==> src/rtl/input_controller_pkg.sv <==
// Shared constants for the input controller: interrupt word layout,
// default opcode and the NOP word, plus a helper that builds the word.
package input_controller_pkg;

    localparam logic [4:0]  INT_OPCODE_DEF = 5'b10101;

    localparam int          OPCODE_MSB = 31;
    localparam int          OPCODE_LSB = 27;
    localparam int          JUMP_BIT   = 1;
    localparam int          FRAME_BIT  = 0;

    localparam logic [31:0] NOP = 32'h0;

    function automatic logic [31:0] make_instr(
        input logic [4:0] op,
        input logic       jump
    );
        logic [31:0] w;
        w                        = NOP;
        w[OPCODE_MSB:OPCODE_LSB] = op;
        w[JUMP_BIT]              = jump;
        w[FRAME_BIT]             = 1'b1;
        return w;
    endfunction

endpackage

==> src/rtl/input_controller_sync_debounce.sv <==
// 2-FF synchronizer plus debouncer for a raw asynchronous key.
// Ports: i_clk, i_rst_n (async active-low), i_key (raw key),
//        o_level (accepted level), o_press (1-cycle pulse on accepted 0->1).
module sync_debounce #(
    parameter int unsigned DEBOUNCE_CYCLES = 16
) (
    input  logic i_clk,
    input  logic i_rst_n,
    input  logic i_key,
    output logic o_level,
    output logic o_press
);

    localparam int unsigned CW = (DEBOUNCE_CYCLES < 2) ? 1 : $clog2(DEBOUNCE_CYCLES + 1);
    localparam logic [CW-1:0] LAST = CW'(DEBOUNCE_CYCLES - 1);

    logic          r_sync1;
    logic          r_sync2;
    logic          r_level;
    logic          r_press;
    logic [CW-1:0] r_cnt;

    always_ff @(posedge i_clk or negedge i_rst_n) begin
        if (!i_rst_n) begin
            r_sync1 <= 1'b0;
            r_sync2 <= 1'b0;
        end else begin
            r_sync1 <= i_key;
            r_sync2 <= r_sync1;
        end
    end

    // The counter holds the number of mismatching cycles already seen;
    // the DEBOUNCE_CYCLES-th mismatch flips the accepted level.
    always_ff @(posedge i_clk or negedge i_rst_n) begin
        if (!i_rst_n) begin
            r_cnt   <= '0;
            r_level <= 1'b0;
            r_press <= 1'b0;
        end else begin
            r_press <= 1'b0;
            if (r_sync2 == r_level) begin
                r_cnt <= '0;
            end else if (r_cnt == LAST) begin
                r_cnt   <= '0;
                r_level <= r_sync2;
                r_press <= r_sync2;
            end else begin
                r_cnt <= r_cnt + CW'(1);
            end
        end
    end

    assign o_level = r_level;
    assign o_press = r_press;

endmodule

==> src/rtl/input_controller.sv <==
// Turns the jump key and frame-rate clock into one-cycle interrupt words.
// Ports: proc_clk, reset (async active-low), jump_key, frame_rt_clk (data),
//        interrupt_instrucion (32-bit word, 0 = NOP).
module input_controller
    import input_controller_pkg::*;
#(
    parameter int unsigned DEBOUNCE_CYCLES = 16,
    parameter logic [4:0]  INT_OPCODE      = INT_OPCODE_DEF
) (
    input  logic        proc_clk,
    input  logic        reset,
    input  logic        jump_key,
    input  logic        frame_rt_clk,
    output logic [31:0] interrupt_instrucion
);

    logic        w_level;
    logic        w_press;
    logic        w_frame_tick;
    logic        w_jump;

    logic        r_frame_sync1;
    logic        r_frame_sync2;
    logic        r_frame_prev;
    logic        r_jump_pending;
    logic [31:0] r_instr;

    sync_debounce #(
        .DEBOUNCE_CYCLES(DEBOUNCE_CYCLES)
    ) u_key (
        .i_clk  (proc_clk),
        .i_rst_n(reset),
        .i_key  (jump_key),
        .o_level(w_level),
        .o_press(w_press)
    );

    always_ff @(posedge proc_clk or negedge reset) begin
        if (!reset) begin
            r_frame_sync1 <= 1'b0;
            r_frame_sync2 <= 1'b0;
            r_frame_prev  <= 1'b0;
        end else begin
            r_frame_sync1 <= frame_rt_clk;
            r_frame_sync2 <= r_frame_sync1;
            r_frame_prev  <= r_frame_sync2;
        end
    end

    assign w_frame_tick = r_frame_sync2 & ~r_frame_prev;

    // A press landing on the tick cycle is reported now, not carried over.
    assign w_jump = r_jump_pending | w_press;

    always_ff @(posedge proc_clk or negedge reset) begin
        if (!reset) begin
            r_jump_pending <= 1'b0;
            r_instr        <= NOP;
        end else if (w_frame_tick) begin
            r_jump_pending <= 1'b0;
            r_instr        <= make_instr(INT_OPCODE, w_jump);
        end else begin
            r_jump_pending <= w_jump;
            r_instr        <= NOP;
        end
    end

    assign interrupt_instrucion = r_instr;

    logic w_unused;
    assign w_unused = w_level;

endmodule

==> config.mk <==
export PLATFORM = sky130hd
export DESIGN_NAME = input_controller
export DESIGN_NICKNAME = d
export VERILOG_FILES = /design/src/rtl/input_controller_pkg.sv /design/src/rtl/input_controller_sync_debounce.sv /design/src/rtl/input_controller.sv
export SDC_FILE = /design/constraint.sdc
export NUM_CORES = 1
export LEC_CHECK = 0
export CAP_MARGIN = 10
export CORE_AREA = 5 5 52 54
export DETAILED_ROUTE_END_ITERATION = 7
export DIE_AREA = 0 0 57 59
export HOLD_SLACK_MARGIN = 0.1
export PLACE_DENSITY = 0.74
export RECOVER_POWER = 50
export SETUP_SLACK_MARGIN = 0.02
export SLEW_MARGIN = 10
export SYNTH_ARGS = -nofsm -noshare
export SYNTH_HDL_FRONTEND = slang
export SYNTH_SLANG_ARGS = --single-unit
==> constraint.sdc <==
create_clock -name proc_clk -period 1.1 [get_ports proc_clk]
set_input_delay 0.22 -clock proc_clk [delete_from_list [all_inputs] [get_ports proc_clk]]
set_output_delay 0.22 -clock proc_clk [all_outputs]
set_load 0.01 [all_outputs]
-- Yosys cells after proc, flatten, opt, wreduce, memory -nomap -nowiden
Cells that the tools add are included.
- bits in registers: 45
- output and inout port bits: 32
- input port bits: 4
- bitwise logic cells: 4
- reduce and logical (&&, ||, !) cells: 1
- mux-type cells: 6
- equal/unequal tests: 2
- $add $sub $neg: 1
- operators by type and width (cell ; number):
    $mux W32 ; 1
    $mux W5 ; 2
    $add A5 B1 Y5 const B ; 1
    $eq A5 B4 Y1 const B ; 1
    $mux W1 ; 3
    $not A1 Y1 ; 2
    $reduce_and A2 Y1 ; 1
    $and A1 B1 Y1 ; 1
    $eq A1 B1 Y1 ; 1
    $or A1 B1 Y1 ; 1

-- Longest topological paths before layout
Gate-level depths: netlist of run 1.
- word-level depth: 3
- depth in mapped cells: 4

-- Cells and area by module
From an unflattened synthesis of run 1, not the netlist that was laid out.
- cells, all modules: 66
- area, all modules: 764.5 um2
- by module, submodules not included (module ; area an instance (um2) ; seq. area each (um2) ; cells each ; times used):
    input_controller ; 414.1 ; 150.1 ; 41 ; 1
    sync_debounce ; 350.3 ; 225.2 ; 25 ; 1

-- Worst setup path before layout of run 1
Ideal clock, no wire load.
- path kind: reg-to-reg
- start: register u_key.r_cnt[0]
- end: register u_key.r_level, in the netlist u_key.o_level
- path buffers: 0
- cell stages (with the launch flop): 5
- library setup time: 125 ps
- data arrival time: 1054 ps
- path slack: -78 ps
- cells stage by stage: dfrtp_1 -> ha_1 -> nand3_2 -> nor2_1 -> mux2_2
- longest elaborated chain between the ends: 2
- RTL lines (what ; RTL line ; RTL):
    start: declaration ; input_controller_sync_debounce.sv:21 ; logic [CW-1:0] r_cnt;
    start signal: assignment ; input_controller_sync_debounce.sv:49 ; r_cnt <= r_cnt + CW'(1);
    $eq A5 B4 Y1 ; input_controller_sync_debounce.sv:44 ; end else if (r_cnt == LAST) begin
    $reduce_and A2 Y1 (no line) ; - ;
    end signal: assignment ; input_controller_sync_debounce.sv:46 ; r_level <= r_sync2;
    end: declaration ; input_controller_sync_debounce.sv:19 ; logic r_level;
No other way between the ends.
A chain may end at the register's enable or synchronous reset.

-- Worst setup path in the final report of run 1
Ends and elaborated chain as after synthesis.

==> impl_results.md, run 1 <==
* Number of global-route vias before repair at 338
* Share of layout cells above drive strength 1 at 0.244
* Chip Height at 59 µm
* Leakage at 0.423 nW
* Count leader, synth: buf_4
* Number of DRC markers in iteration 0 at 3
* Max-cap violations at 0
* # setup viols final at 5
* Hold Startpoint: r_frame_sync1$_DFF_PN0_
* Number of synthesized flops with an enable pin at 0
* Worst reg2reg path depth at 4
* Synth cell count leaders: buf_4 (30), dfrtp_1 (15), nor2_1 (6), xor2_1 (3), nor2b_1 (2)
* Post-CTS Setup Repair Bufs at 0
* Top-area cell type share of the netlist area at 0.511
* YS warnings at 0
* CTS Sinks at 15
* Worst skew pair latency at 0.28 ns
* DP Wirelength at 760 µm
* Worst R2R Setup Slack at -0.05 ns
* Post-route minimum period at 1.15 ns
* # DRC at 0
* Max Fclk at 870 MHz
* Initial core utilization at 0.339
* Final Hold Vio Count at 0
* Post-Syn Area at 734 µm²
* Vias at 382
* Synth async-reset ratio at 1.00
* WS Path Type: reg -> reg
* Clk slew on worst S/H paths at 0.09 ns
* Layout area overhead at 4.94%
* # rows at 17
* Final worst setup slack at -0.0494 ns
* RSZ-0062 raised after global routing: yes
* Peak fanout along the critical path at 2
* First-pass GRT wire length at 1540 µm
* Max Slew Vio Count at 0
* Worst r2r dst: u_key.o_level$_DFFE_PN0P_
* Failing checks: negative setup slack
* Pwr dens at 1280 nW/µm²
* Via density at 3.60
* Hold EP: r_frame_sync2$_DFF_PN0_
* Floorplan Core Area at 2170 µm²
* DRT Pass-1 Iters at 3
* I/O Buffers at 8
* Avg Cell Area, Syn at 11.1 µm²
* Inserted Diodes at 0
* Max H-tree Level at 1
* Width of the die at 57 µm
* Post-DRT Antenna Nets at 0
* Initial antenna violation count at 0
* Placed cell areas at 754 µm²
* Seq/Total Area, Yosys at 0.511
* GRT Total Usage at 0.0624
* Final wirelength at 949 µm
* Wire per inst at 8.95 µm
* IO Pins at 36
* Reg2reg start: u_key.r_cnt[0]$_DFF_PN0_
* Hold path depth at 0
* Top cells by area, synth: dfrtp_1 (51%), buf_4 (31%), xor2_1 (3.6%)
* Outcome: finished, violations left
* Synth cell types at 15
* Syn Inst Count at 66
* Worst Hold Class: reg -> reg
* Post-synth top area cell: dfrtp_1
* CTS Buffer Depth at 2
* Grt ovf at 0
* Post-route cell area at 771 µm²
* Yosys reg bits at 15
* Crit end category: flop
* Final worst path period share at 1.04
* Total power at 989 µW
* Die Area at 3360 µm²
* Top FF cell, synth: dfrtp_1
* Placer Congestion at 0.635
* Kind of start point of the critical path: flop
* Largest net degree at the start of global routing at 16
* Max VDD drop at 0.770 mV
* Root Driver: clkbuf_4
* Number of buffers created by CTS at 3
* Worst Skew at 0.00153 ns
* CP arrival at 1.32 ns
* Req. time, crit path at 1.27 ns
* CTS tree: built
* Nets at 84
## worst max-delay path, cell delays in order (launching register included)
cell and delay [ns]:
dfrtp_1 0.36, ha_2 0.19, nand3_2 0.09, nor2_2 0.11
mux2_4 0.30
## cells in the final DEF (no fill, tap or decap)
cell / count
and2_1: 1
and3_1: 1
buf_2: 5
buf_4: 3
clkbuf_2: 1
clkbuf_4: 3
clkdlybuf4s50_1: 1
clkinv_2: 1
conb_1: 27
dfrtp_1: 15
dlygate4sd3_1: 2
ha_2: 1
inv_1: 1
mux2_4: 1
nand3_1: 1
nand3_2: 1
nor2_1: 5
nor2_2: 1
nor2b_1: 2
nor4b_2: 1
o21ai_2: 1
xor2_1: 3
## through the flow
| step | util | TNS (ns) | instances | hold slack, ns | setup WS [ns] |
|---|---|---|---|---|---|
| 2_1_floorplan | - | -0.0728 | 92 | -0.0756 | -0.0728 |
| 3_3_place_gp | 0.348 | -0.181 | 102 | 0.335 | -0.0403 |
| 3_5_place_dp | 0.348 | -0.452 | 102 | 0.341 | -0.0818 |
| 4_1_cts | 0.354 | -0.266 | 106 | 0.234 | -0.0844 |
| 5_1_grt | 0.355 | -0.419 | 106 | 0.373 | -0.0936 |
| 6_report | 0.355 | -0.142 | 106 | 0.358 | -0.0494 |
## cells by family after synthesis
kind of cell | count (synthesis) | synth area share
buffers and inverters | 31 | 0.312
DFF | 15 | 0.511
and+or+nand+nor | 13 | 0.0971
xor gates and xnor gates | 3 | 0.0358
adders and majority gates | 1 | 0.0170
other | 1 | 0.00511
AOI/OAI and AO/OA | 1 | 0.00681
muxes | 1 | 0.0153
## cell type report
class                           instances  area, µm²
Timing Repair Buffer                   12       82.6
Clock inverter                          1       5.00
Sequential cell                        15        375
Multi-Input combinational cell         46        246
Inverter                                1       3.75
Tap cell                               28       35.0
Fill cell                             217       1400
Clock buffer                            3       22.5
## report_power, final
| part | internal [mW] | switching (mW) |
|---|---|---|
| clock | 0.135 | 0.167 |
| combinational | 0.0310 | 0.0735 |
| sequential | 0.571 | 0.0118 |
| total | 0.737 | 0.252 |
## layer usage
layer | vias up | routed length [µm] | global-route usage
met5 | - | 0 | 0
met4 | 0 | 26 | 0.0497
met3 | 4 | 132 | 0.0196
met2 | 26 | 499 | 0.103
met1 | 181 | 290 | 0.0659
li1 | 171 | - | -
## worst max path at each step
stage	startpoint	end	cells past startpoint
6_report	u_key.r_cnt[0]$_DFF_PN0_	u_key.o_level$_DFFE_PN0P_	4
5_1_grt	u_key.r_cnt[0]$_DFF_PN0_	u_key.o_level$_DFFE_PN0P_	4
4_1_cts	u_key.r_cnt[0]$_DFF_PN0_	u_key.o_level$_DFFE_PN0P_	4
3_5_place_dp	u_key.r_cnt[0]$_DFF_PN0_	u_key.r_cnt[3]$_DFF_PN0_	5
3_3_place_gp	u_key.r_cnt[1]$_DFF_PN0_	u_key.o_level$_DFFE_PN0P_	4
2_1_floorplan	u_key.r_cnt[0]$_DFF_PN0_	u_key.o_level$_DFFE_PN0P_	4
## sequential cells by signal, indices dropped and copies added, names as in the netlist
signal,flops
interrupt_instrucion,2
r_frame_prev,1
r_frame_sync1,1
r_frame_sync2,1
r_jump_pending,1
u_key.o_level,1
u_key.o_press,1
u_key.r_cnt,5
u_key.r_sync1,1
u_key.r_sync2,1
## timing repair
action                     CTS  global route
resized for setup           23             1
hold endpoints to repair     0             0
pin swaps                    2             2
setup endpoints to repair   11            11
hold buffers                 0             0
Note: power is estimated with default switching activity, not from simulation.
==> run 2, diff against run 1 <==
- SKIP_CTS_REPAIR_TIMING: default -> 1
==> run 2 against run 1 <==
Clock power barely moved. Clock skew barely moved. Non-clock buffer count did not move. First-iteration DRC count did not move. Combinational power barely moved. The run still ends with negative setup slack left. Worst setup slack got worse by 0.032 ns. Utilization fell by 0.29 points. Largest power group unchanged. Hold slack barely moved. Die area did not move. Sequential share of layout area rose by 0.40 points.
==> impl_results.md, run 2 (synthesis gave the netlist of run 1 again) <==
* Outcome: finished, violations left
* Failing checks: negative setup slack
* Number of DRC markers in iteration 0 at 3 (unchanged)
* Via density at 3.57 (-1.0%)
* DP Wirelength at 760 µm (unchanged)
* Pre-CTS setup slack at -0.0818 ns (unchanged)
* Most frequent cells in the layout: conb_1 (27), dfrtp_1 (15), clkbuf_2 (6), nor2_1 (5)
* Placer Congestion at 0.635 (unchanged)
* # DRC at 0 (unchanged)
* Slowest cell on crit path: dfrtp_1
* Sequential power share at 0.590 (about the same)
* Largest net degree at the start of global routing at 16 (unchanged)
* CTS tree: built
* Final worst path period share at 1.07 (+0.0292)
* Max FFs per register at 5 (unchanged)
* Crit end category: flop
* Vias at 378 (-1.0%)
* Worst Hold Class: in -> async
* Kind of start point of the critical path: flop
* Clk network pwr share at 0.304 (about the same)
* P_int at 736 µW (about the same)
* Total power at 988 µW (about the same)
* Final wirelength at 953 µm (+0.42%)
* CP max stage delay at 0.37 ns (about the same)
* Req. time, crit path at 1.27 ns (about the same)
* Max H-tree Level at 1 (unchanged)
* CTS Buffer Depth at 2 (unchanged)
* Peak fanout along the critical path at 2 (unchanged)
* Pwr dens at 1290 nW/µm² (+0.72%)
* Number of buffers created by CTS at 3 (unchanged)
* Nets at 84 (unchanged)
* DRT Pass-1 Iters at 3 (unchanged)
* Max Slew Vio Count at 0 (unchanged)
* Max VDD drop at 0.768 mV (-0.30%)
* Leakage at 0.417 nW (-1.3%)
* Most common cell after layout, fill and taps aside: conb_1
* Comb pwr share at 0.105 (about the same)
* Floorplan Core Area at 2170 µm² (unchanged)
* CTS Sinks at 15 (unchanged)
* Root Driver: clkbuf_4
* Share of layout cells above drive strength 1 at 0.231 (-0.0128)
* Chip Height at 59 µm (unchanged)
* GRT Total Usage at 0.0569 (-0.00550)
* Largest Register: u_key.r_cnt
* Number of global-route vias before repair at 338 (unchanged)
* Max Fclk at 846 MHz (-2.7%)
* Max-cap violations at 0 (unchanged)
* Post-DRT Antenna Nets at 0 (unchanged)
* # setup viols final at 5 (unchanged)
* WS Path Type: reg -> reg
* Wire per inst at 8.99 µm (+0.42%)
* RSZ-0062 raised after global routing: yes
* Crit. Startpoint: u_key.r_cnt[0]$_DFF_PN0_
* Grt ovf at 0 (unchanged)
* Final Hold Vio Count at 0 (unchanged)
* Worst Skew at 0.00193 ns (+0.000399 ns)
* Worst skew pair latency at 0.28 ns (about the same)
* Setup TNS at -0.230 ns (-0.0884 ns)
* Net switching power figure at 251 µW (-0.25%)
* Layout area overhead at 4.09%
* Sw Ratio at 0.255 (-0.000374)
* I/O Buffers at 8 (unchanged)
* Final worst setup slack at -0.0815 ns (-0.0321 ns)
* Initial antenna violation count at 0 (unchanged)
* Initial core utilization at 0.339 (unchanged)
* Reg2reg start: u_key.r_cnt[0]$_DFF_PN0_
* # rows at 17 (unchanged)
* Die Area at 3360 µm² (unchanged)
* Post-route minimum period at 1.18 ns (+0.0321 ns)
* Width of the die at 57 µm (unchanged)
* Post-Route Utilization at 0.352 (-0.00288)
* Inserted Diodes at 0 (unchanged)
* Crit-path cells: ha_2 > nand3_2 > nor2_2 > mux2_4
* Clk slew on worst S/H paths at 0.09 ns (about the same)
* IO Pins at 36 (unchanged)
* CP arrival at 1.35 ns (+0.03 ns)
* First-pass GRT wire length at 1410 µm (-8.5%)
[run 2: changes by cell type in the layout (fill, tap and decap cells not counted)]
cell | before | now
clkbuf_2 | 1 | 6
buf_2 | 5 | 0
nor4b_1 | 0 | 1
nor4b_2 | 1 | 0
[run 2: metal layers]
| layer | GRT usage | part of all wire | wire [µm] |
|---|---|---|---|
| met1 | 0.0552 | 0.31 | 291 |
| met2 | 0.0962 | 0.53 | 502 |
| met3 | 0.0196 | 0.14 | 132 |
| met4 | 0.0497 | 0.027 | 26 |
| met5 | 0 | 0 | 0 |
[run 2: layout make-up]
| cell class | count | area (µm²) |
|---|---|---|
| Fill cell | 216 | 1410 |
| Clock inverter | 1 | 5.00 |
| Multi-Input combinational cell | 46 | 240 |
| Tap cell | 28 | 35.0 |
| Sequential cell | 15 | 375 |
| Clock buffer | 3 | 22.5 |
| Inverter | 1 | 3.75 |
| Timing Repair Buffer | 12 | 82.6 |
[run 2: per-stage QoR]
step	cells	hold slack, ns	cell area [µm²]
after floorplan	92	-0.0756	835
after global placement	102	0.335	754
after detailed placement	102	0.341	754
after CTS	106	0.234	782
after global routing	106	0.373	764
final	106	0.358	764
[run 2: final timing paths]
kind	endpoint	slack (ns)	cells after the start
hold reg to reg	r_frame_sync2$_DFF_PN0_	0.36	0
hold / removal	u_key.r_cnt[3]$_DFF_PN0_	0.36	2
min in group proc_clk	r_frame_sync2$_DFF_PN0_	0.36	0
setup / recovery	u_key.o_level$_DFFE_PN0P_	-0.08	4
max in group asynchronous	interrupt_instrucion[1]$_DFF_PN0_	0.48	2
setup reg to reg	u_key.o_level$_DFFE_PN0P_	-0.08	4
[run 2: power by group through the flow]
stage / Sequential [mW] / Combinational [mW] / Clock [mW]
final: 0.583 / 0.104 / 0.301
after global routing: 0.586 / 0.118 / 0.349
after CTS: 0.583 / 0.112 / 0.322
after detailed placement: 0.594 / 0.112 / 0
after global placement: 0.593 / 0.111 / 0
after floorplan: 0.593 / 0.142 / 0
[run 2: worst max-delay path, delay by kind of cell (launching register included)]
family	cells	cell delay, ns
fa+ha+maj	1	0.19
flops	1	0.37
mux	1	0.30
simple gates	2	0.22
